## config.mk

```make
export PLATFORM = sky130hd
export DESIGN_NAME = glb_tile_sequencer
export DESIGN_NICKNAME = d
export VERILOG_FILES = /design/src/rtl/tile_pkg.sv /design/src/rtl/glb_tile_sequencer.sv
export SDC_FILE = /design/constraint.sdc
export NUM_CORES = 1
export LEC_CHECK = 0
export CAP_MARGIN = 0
export CORE_ASPECT_RATIO = 0.9
export CORE_MARGIN = 5
export CORE_UTILIZATION = 45
export CTS_BUF_LIST = sky130_fd_sc_hd__clkbuf_2 sky130_fd_sc_hd__clkbuf_4 sky130_fd_sc_hd__clkbuf_8
export CTS_CLUSTER_DIAMETER = 30
export CTS_CLUSTER_SIZE = 10
export DETAILED_ROUTE_END_ITERATION = 12
export MAX_ROUTING_LAYER = met4
export PLACE_DENSITY = 0.65
export SKIP_CTS_REPAIR_TIMING = 1
export SYNTH_ARGS = -nofsm -noshare
export SYNTH_HDL_FRONTEND = slang
export SYNTH_SLANG_ARGS = --single-unit
```

## constraint.sdc

```tcl
create_clock -name clk -period 10.95 [get_ports clk]
set_input_delay 1.6425 -clock clk [delete_from_list [all_inputs] [get_ports clk]]
set_output_delay 1.6425 -clock clk [all_outputs]
set_load 0.005 [all_outputs]
```

## src/rtl/tile_pkg.sv

```systemverilog
// Shared definitions for the GLB tile sequencer: layer-type codes, FSM states
// and the tile descriptor record.
package tile_pkg;

  localparam int TP_PIX_W = 16;
  localparam int TP_CH_W  = 7;

  // Layer-type encodings
  localparam logic [1:0] LT_PW  = 2'd0;
  localparam logic [1:0] LT_DW  = 2'd1;
  localparam logic [1:0] LT_STD = 2'd2;
  localparam logic [1:0] LT_LIN = 2'd3;

  typedef enum logic [1:0] {
    ST_IDLE = 2'd0,
    ST_LOAD = 2'd1,
    ST_EMIT = 2'd2,
    ST_DONE = 2'd3
  } state_t;

  typedef struct packed {
    logic [TP_PIX_W-1:0] pix_base;
    logic [TP_PIX_W-1:0] pix_cnt;
    logic [TP_CH_W-1:0]  d_base;
    logic [TP_CH_W-1:0]  d_cnt;
    logic [TP_CH_W-1:0]  k_base;
    logic [TP_CH_W-1:0]  k_cnt;
    logic                first_d;
    logic                last_d;
  } desc_t;

endpackage

```

## src/rtl/glb_tile_sequencer.sv

```systemverilog
// GLB tile sequencer: walks k-tile / pixel-chunk / d-tile loops for one layer
// and hands out one descriptor per accepted handshake.
// Optional macro TILE_SEQ_PERF_EN adds the stall_cycles performance counter.
module glb_tile_sequencer
  import tile_pkg::*;
#(
  parameter int PIX_W = TP_PIX_W,
  parameter int CH_W  = TP_CH_W
) (
  input  logic             clk,
  input  logic             rst_n,
  input  logic             start,
  input  logic             flush,
  input  logic [1:0]       layer_type,
  input  logic [CH_W-1:0]  in_C,
  input  logic [CH_W-1:0]  out_C,
  input  logic [CH_W-1:0]  tile_D,
  input  logic [CH_W-1:0]  tile_K,
  input  logic [PIX_W-1:0] total_pix,
  input  logic [31:0]      tile_n,
  output logic             desc_valid,
  input  logic             desc_ready,
  output logic [PIX_W-1:0] pix_base,
  output logic [PIX_W-1:0] pix_cnt,
  output logic [CH_W-1:0]  d_base,
  output logic [CH_W-1:0]  d_cnt,
  output logic [CH_W-1:0]  k_base,
  output logic [CH_W-1:0]  k_cnt,
  output logic             first_d,
  output logic             last_d,
  output logic             busy,
  output logic             done,
`ifdef TILE_SEQ_PERF_EN
  output logic [31:0]      stall_cycles,
`endif
  output logic             err
);

  state_t           r_state;
  logic [1:0]       r_lt;
  logic [CH_W-1:0]  r_in_c, r_out_c, r_tile_d, r_tile_k;
  logic [PIX_W-1:0] r_total, r_step;
  logic [31:0]      r_tile_n;
  logic [PIX_W-1:0] r_pix;
  logic [CH_W-1:0]  r_d, r_k;

  logic             w_dw, w_illegal, w_fire, w_emit;
  logic [PIX_W-1:0] w_step, w_pix_rem, w_pix_cnt;
  logic [CH_W-1:0]  w_d_rem, w_d_cnt, w_k_rem, w_k_cnt;
  logic [PIX_W:0]   w_pix_sum;
  logic [CH_W:0]    w_d_sum, w_k_sum;
  logic             w_d_wrap, w_pix_wrap, w_k_wrap;
  desc_t            w_desc;

  // Remainder-tile sizes and loop-advance sums; widened sums never wrap
  always_comb begin
    w_dw       = (r_lt == LT_DW);
    w_emit     = (r_state == ST_EMIT);
    w_fire     = w_emit && desc_ready;
    w_illegal  = (r_tile_n == 32'd0) || (r_total == '0) || (r_tile_d == '0) ||
                 (r_tile_k == '0) || (r_in_c == '0) || (r_out_c == '0);
    w_step     = (r_tile_n < {{(32-PIX_W){1'b0}}, r_total}) ? r_tile_n[PIX_W-1:0] : r_total;
    w_pix_rem  = r_total - r_pix;
    w_pix_cnt  = (r_step < w_pix_rem) ? r_step : w_pix_rem;
    w_d_rem    = r_in_c - r_d;
    w_d_cnt    = (r_tile_d < w_d_rem) ? r_tile_d : w_d_rem;
    w_k_rem    = r_out_c - r_k;
    w_k_cnt    = (r_tile_k < w_k_rem) ? r_tile_k : w_k_rem;
    w_pix_sum  = {1'b0, r_pix} + {1'b0, w_pix_cnt};
    w_d_sum    = {1'b0, r_d} + {1'b0, w_d_cnt};
    w_k_sum    = {1'b0, r_k} + {1'b0, w_k_cnt};
    w_d_wrap   = w_dw || (w_d_sum >= {1'b0, r_in_c});
    w_pix_wrap = (w_pix_sum >= {1'b0, r_total});
    w_k_wrap   = (w_k_sum >= {1'b0, r_out_c});
    // DW collapses the d loop onto the current k tile
    w_desc.pix_base = r_pix;
    w_desc.pix_cnt  = w_pix_cnt;
    w_desc.d_base   = w_dw ? r_k : r_d;
    w_desc.d_cnt    = w_dw ? w_k_cnt : w_d_cnt;
    w_desc.k_base   = r_k;
    w_desc.k_cnt    = w_k_cnt;
    w_desc.first_d  = w_dw || (r_d == '0);
    w_desc.last_d   = w_d_wrap;
  end

  // Sequencer FSM, config capture and loop counters
  always_ff @(posedge clk or negedge rst_n) begin
    if (!rst_n) begin
      r_state  <= ST_IDLE;
      r_lt     <= '0;
      r_in_c   <= '0;
      r_out_c  <= '0;
      r_tile_d <= '0;
      r_tile_k <= '0;
      r_total  <= '0;
      r_tile_n <= '0;
      r_step   <= '0;
      r_pix    <= '0;
      r_d      <= '0;
      r_k      <= '0;
    end else if (flush) begin
      r_state <= ST_IDLE;
    end else begin
      case (r_state)
        ST_IDLE: if (start) begin
          r_lt     <= layer_type;
          r_in_c   <= in_C;
          r_out_c  <= out_C;
          r_tile_d <= tile_D;
          r_tile_k <= tile_K;
          r_total  <= total_pix;
          r_tile_n <= tile_n;
          r_state  <= ST_LOAD;
        end
        ST_LOAD: begin
          if (w_illegal) r_state <= ST_IDLE;
          else begin
            r_step  <= w_step;
            r_pix   <= '0;
            r_d     <= '0;
            r_k     <= '0;
            r_state <= ST_EMIT;
          end
        end
        ST_EMIT: if (w_fire) begin
          if (!w_d_wrap) r_d <= w_d_sum[CH_W-1:0];
          else begin
            r_d <= '0;
            if (!w_pix_wrap) r_pix <= w_pix_sum[PIX_W-1:0];
            else begin
              r_pix <= '0;
              if (!w_k_wrap) r_k <= w_k_sum[CH_W-1:0];
              else r_state <= ST_DONE;
            end
          end
        end
        default: r_state <= ST_IDLE;
      endcase
    end
  end

`ifdef TILE_SEQ_PERF_EN
  logic [31:0] r_stall;
  // Counts cycles a valid descriptor waits on the consumer
  always_ff @(posedge clk or negedge rst_n) begin
    if (!rst_n) r_stall <= '0;
    else if ((r_state == ST_IDLE) && start && !flush) r_stall <= '0;
    else if (w_emit && !desc_ready) r_stall <= r_stall + 32'd1;
  end
  assign stall_cycles = r_stall;
`endif

  // Descriptor fields read as zero outside EMIT
  assign desc_valid = w_emit;
  assign pix_base   = w_emit ? w_desc.pix_base : '0;
  assign pix_cnt    = w_emit ? w_desc.pix_cnt  : '0;
  assign d_base     = w_emit ? w_desc.d_base   : '0;
  assign d_cnt      = w_emit ? w_desc.d_cnt    : '0;
  assign k_base     = w_emit ? w_desc.k_base   : '0;
  assign k_cnt      = w_emit ? w_desc.k_cnt    : '0;
  assign first_d    = w_emit && w_desc.first_d;
  assign last_d     = w_emit && w_desc.last_d;
  assign busy       = (r_state != ST_IDLE);
  assign done       = (r_state == ST_DONE);
  assign err        = (r_state == ST_LOAD) && w_illegal;

endmodule

```

# Word-level counts from Yosys, hierarchy flattened
# Cells that the tools add are included.
dict set report word_totals {
  wordCells 102
  rom_bits 0
  ramBits 0
  latch_bits 0
  mem_count 0
  ff_bits 126
  out_inout_bits 66
}
dict set report classes {
  n_mul 0
  add_sub_neg 6
  eq_ne 14
  reduce_logical 27
  bitwise 2
  mux 34
  order_cmp 7
  n_div 0
  n_shift 0
}
# cell count
set ops {}
lappend ops {{two-way mux 16 bit} 8}
lappend ops {{two-way mux 7 bit} 15}
lappend ops {{logical NOT 7 bit} 5}
lappend ops {{logical NOT 32 bit} 1}
lappend ops {{< comparator 32 x 16 -> 1 bit} 1}
lappend ops {{case mux 16 bit (2 select lines)} 1}
lappend ops {{case mux 7 bit (2 select lines)} 2}
lappend ops {{adder 16 x 16 -> 17 bit} 1}
lappend ops {{>= comparator 17 x 16 -> 1 bit} 1}
lappend ops {{adder 7 x 7 -> 8 bit} 2}
lappend ops {{>= comparator 8 x 7 -> 1 bit} 2}
lappend ops {{logical NOT 16 bit} 1}
lappend ops {{< comparator 16 bit} 1}
lappend ops {{subtractor 16 bit} 1}
lappend ops {{< comparator 7 bit} 2}
lappend ops {{two-way mux 2 bit} 7}
lappend ops {{subtractor 7 bit} 2}
lappend ops {{AND reduction 5 bit} 2}
lappend ops {{!= test 3 x 2 -> 1 bit (second input constant)} 3}
lappend ops {{logical OR 1 bit} 7}
lappend ops {{AND reduction 7 bit} 1}
lappend ops {{!= test 2 bit (second input constant)} 3}
lappend ops {{!= test 3 bit (second input constant)} 2}
lappend ops {{case mux 2 bit (3 select lines)} 1}
lappend ops {{other kinds (9)} 18}

# Logic depth before layout (Yosys ltp)
dict set report logic_depth {
  word_depth 11
  depth_mapped 35
  mapped_depth_nobuf 33
}

# Least setup slack after synthesis
# No wires, ideal clock.
dict set report synth_path {
  kind {reg2reg}
  start {reg r_pix[1]}
  end {reg r_state[0]}
  arrival_ns 6.771
  required_time_ns 10.825
  setup_ns 0.125
  stages_incl_launch_ff 33
  slack_ns 4.054
  period_less_slack_ns 6.896
  path_cell_list {dfrtp_1 inv_1 ha_1 nor2b_1 o31ai_1 a21oi_1 a2111o_1 o211ai_1 ha_1 a21o_1 a21o_1 a21oi_1 o21ai_1 a21oi_1 buf_4 mux2i_1 ha_1 inv_1 fa_1 nor2b_4 o31a_1 o221ai_1 nand2_1 a211oi_1 o311ai_0 ha_1 a21o_1 a211o_1 a31o_2 a211oi_4 a21oi_1 o21a_1 mux2_4}
}
dict set report synth_via {
  elab_chain_cells 7
}
# element line
set synth_lines {}
lappend synth_lines {{start: declaration} glb_tile_sequencer.sv:44} ;# logic [PIX_W-1:0] r_pix;
lappend synth_lines {{start signal: assignment} glb_tile_sequencer.sv:129} ;# if (!w_pix_wrap) r_pix <= w_pix_sum[PIX_W-1:0];
lappend synth_lines {{subtractor 16 bit} glb_tile_sequencer.sv:63} ;# w_pix_rem = r_total - r_pix;
lappend synth_lines {{< comparator 16 bit} glb_tile_sequencer.sv:64} ;# w_pix_cnt = (r_step < w_pix_rem) ? r_step : w_pix_rem;
lappend synth_lines {{two-way mux 16 bit} glb_tile_sequencer.sv:64}
lappend synth_lines {{adder 16 x 16 -> 17 bit (*)} glb_tile_sequencer.sv:69} ;# w_pix_sum = {1'b0, r_pix} + {1'b0, w_pix_cnt};
lappend synth_lines {{>= comparator 17 x 16 -> 1 bit (*)} glb_tile_sequencer.sv:73} ;# w_pix_wrap = (w_pix_sum >= {1'b0, r_total});
lappend synth_lines {{!= test 3 x 2 -> 1 bit (no source line) (*)} --}
lappend synth_lines {{AND reduction 5 bit (no source line) (*)} --}
lappend synth_lines {{end signal: assignment} glb_tile_sequencer.sv:89} ;# r_state <= ST_IDLE;
lappend synth_lines {{end signal: assignment} glb_tile_sequencer.sv:102} ;# r_state <= ST_IDLE;
lappend synth_lines {{end signal: assignment} glb_tile_sequencer.sv:113} ;# r_state <= ST_LOAD;
lappend synth_lines {{end: declaration} glb_tile_sequencer.sv:39} ;# state_t r_state;
# Every way passes the cells marked *; elsewhere a longest branch is shown, timed or not.
# A chain may end at the register's enable or synchronous reset.

# Final worst setup path
dict set report layout_path {
  start {reg r_in_c[0]}
  end {out last_d}
}
dict set report layout_via {
  elab_chain_cells 7
}
# element line
set layout_lines {}
lappend layout_lines {{start: declaration} glb_tile_sequencer.sv:41} ;# logic [CH_W-1:0] r_in_c, r_out_c, r_tile_d, r_tile_k;
lappend layout_lines {{start signal: assignment} glb_tile_sequencer.sv:107} ;# r_in_c <= in_C;
lappend layout_lines {{subtractor 7 bit} glb_tile_sequencer.sv:65} ;# w_d_rem = r_in_c - r_d;
lappend layout_lines {{< comparator 7 bit} glb_tile_sequencer.sv:66} ;# w_d_cnt = (r_tile_d < w_d_rem) ? r_tile_d : w_d_rem;
lappend layout_lines {{two-way mux 7 bit} glb_tile_sequencer.sv:66}
lappend layout_lines {{adder 7 x 7 -> 8 bit} glb_tile_sequencer.sv:70} ;# w_d_sum = {1'b0, r_d} + {1'b0, w_d_cnt};
lappend layout_lines {{>= comparator 8 x 7 -> 1 bit (*)} glb_tile_sequencer.sv:72} ;# w_d_wrap = w_dw || (w_d_sum >= {1'b0, r_in_c});
lappend layout_lines {{logical OR 1 bit (*)} glb_tile_sequencer.sv:72}
lappend layout_lines {{logical AND 1 bit (*)} glb_tile_sequencer.sv:162} ;# assign last_d = w_emit && w_desc.last_d;
lappend layout_lines {{end: declaration} glb_tile_sequencer.sv:30} ;# output logic last_d,
# Marks and branches as above.

==> metrics.yaml <==
logic_synthesis:
  synth_flop_cell: "dfrtp_1"
  synthTopCellsByCount: "ha_1, dfrtp_1, inv_1"
  synth_edf_count: 0
  ys_types: 79
  yosys_warnings: 0
  synth.top_cell.area_share_pct: 30.0
  synth_top_cell_by_area: "dfrtp_1"
  synth_most_common_cell: "ha_1"
  ys_seq_elements: 126
  synthArstFlopShare_pct: 100
  synthCells: 1131
  avgSynthCellArea_um2: 9.30
  synth.net_count: 1353
  synth_area_um2: 10500
  ys_seq_area_share_pct: 30.0
  yosys-top-cells-area: "dfrtp_1, ha_1, mux2_2"
grt:
  antenna_found_initial: 0
  grt_pass1_wl_um: 47700
  grt_overflow_total: 0
  grt_pass1_vias: 8702
  grt_max_degree: 79
  track_usage_pct: 23.2
critical_path:
  critPathMaxStageDelay_ps: 470
  worstReg2RegStart: "r_total[0]"
  arrival_ps: 6710
  critPathBufInv: 6
  crit_family: "compound AO/OA/AOI/OAI gates"
  reg2reg_slack_ps: 2750
  cp-end-kind: "output port"
  crit_slowest_cell: "clkdlybuf4s50_1"
  worstRegToRegCells: 33
  timing.rr.end: "r_pix[0]"
  crit_type: "flop to output port"
  crit_path_max_fanout: 8
  crit_top_cell: "inv_1"
  worstPathRequired_ps: 9310
  critPathLaunchType: "flop"
clocking:
  clockBufferDepth: 2
  numCtsBuffers: 17
  path_clk_slew_ps: 100
  clockRootBuffer: "clkbuf_8"
  cts-htree-levels: 4
  numClockSinks: 126
  clkLatencyLatePin_ps: 460
  cts_tree: "yes"
worst_hold_path:
  min_path_type: "flop to flop"
  hold_path_end: "r_tile_n[22]"
  worstHoldStart: "r_tile_n[22]"
  holdPathStages: 1
sta:
  worst_pin_slew_ps: 1170
  rsz0062_at_grt: "no"
  setup_viol: 0
  fin_crit_sh_pct: 76.2
  post-route-min-period_ps: 8350
  slew-limit-headroom_pct: 22.1
  finalHoldViolCount: 0
  fin_tns_setup_ps: 0
  slew_viol_final: 0
  max_freq_mhz: 120
  fin_ws_ps: 2600
  finClkSkew_ps: 25.1
floorplanning:
  rows: 53
  coreArea_um2: 23200
  die_h_um: 155
  die-area_um2: 26500
  die_w_um: 171
  start_util_pct: 45.3
  io_pins: 149
detailed_routing:
  wl_per_cell_um: 18.9
  met1_length_um: 14900
  first_pass_iters: 6
  drc: 0
  drt-vias-per-instance: 5.70
  dr_wl_met2_um: 12200
  wl_met3_um: 2290
  top_layer_used: "met4"
  antenna_left: 0
  vias: 9021
  wirelength_um: 29900
  drtIter0Drc: 717
final_layout:
  multi_input_area_um2: 6760
  drive_gt1_share_pct: 11.9
  seq_area_um2: 3150
  area_delta_synth_final_pct: 20.6
  final_area_um2: 12700
  fill_cells: 2150
  antenna-diode-count: 0
  final_nets: 1493
placed_design:
  place_ws_ps: 2860
  hpwl_um: 23600
  io_buffers: 148
  placed_cell_area_um2: 12300
  gp_congestion: 0.955
run:
  max-cap-violations: 0
run_status:
  run_status: "complete, no violations"
## per-stage QoR
stage	util (%)	hold slack, ps	instances
final	54.7	511	1584
after global routing	54.7	533	1584
after CTS	54.7	517	1584
after detailed placement	52.9	498	1554
after global placement	52.9	490	1554
after floorplan	-	480	1131
## cells in the final DEF, fill, tap and decap left out, drive strengths merged, types with 15 or more instances in the layout
| cell | Yosys | layout |
|---|---|---|
| a211oi | 15 | 15 |
| a21o | 31 | 31 |
| a21oi | 59 | 59 |
| a22o | 20 | 20 |
| a31oi | 19 | 19 |
| and2 | 23 | 23 |
| clkbuf | 15 | 17 |
| clkdlybuf4s50 | 0 | 147 |
| dfrtp | 126 | 126 |
| ha | 133 | 133 |
| inv | 125 | 127 |
| mux2 | 93 | 93 |
| nand2 | 54 | 54 |
| nand3 | 30 | 30 |
| nor2 | 79 | 79 |
| nor3 | 16 | 16 |
| nor4 | 19 | 19 |
| o21a | 15 | 15 |
| o21ai | 53 | 53 |
| xnor2 | 26 | 26 |
## per-layer routing
layer  GRT usage [%]  vias up
met3            4.78       35
met1            35.0     4293
met4            5.88        0
met2            31.7      314
li1                -     4379
met5               -        -
## worst register-to-register path, delay by kind of cell (launching register included)
kind / cells / cell delay, ps
AO/OA/AOI/OAI: 17 / 3640
adder cells (fa/ha/maj): 6 / 2000
AND/OR/NAND/NOR: 5 / 1080
buffers and inverters: 3 / 480
flip-flops: 1 / 460
multiplexers: 1 / 250
XOR/XNOR: 1 / 240
## worst max-delay path by stage
stage | from | endpoint | slack, ps | cells after the start
finish | r_in_c[0] | last_d | 2600 | 30
global route | r_in_c[0] | last_d | 2080 | 29
CTS | r_in_c[0] | last_d | 2660 | 30
detailed placement | r_total[0] | r_pix[0] | 2860 | 33
global placement | r_total[0] | r_pix[12] | 3070 | 33
floorplan | r_pix[1] | r_state[0] | 4050 | 32
## logic make-up (layout without fill, tap and decap cells)
group           Yosys count  count (layout)  share of synthesized area, %
simple gates            283             283                          13.7
mux                     106             106                          11.3
fa+ha+maj               139             139                          17.0
xor+xnor                 36              36                          3.00
compound gates          283             283                          19.2
flops                   126             126                          30.0
buf+inv                 158             309                          5.87
## cell type report
cell class	count	area share, %
clock buffer	17	1.84
clock inverter	13	1.31
inverter	125	3.70
multi-input combinational	847	53.3
sequential	126	24.9
tap	302	2.98
timing repair buffer	154	12.0
## sequential cells by signal, summed over array words and instances, names as in the netlist
name and cells:
r_tile_n 32, r_pix 16, r_step 16, r_total 16, r_d 7, r_in_c 7, r_k 7, r_out_c 7
r_tile_d 7, r_tile_k 7, r_lt 2, r_state 2
Power is left out: the tool's default activity adds up to more than one toggle a clock period on the data nets, which glitch-free logic cannot reach.
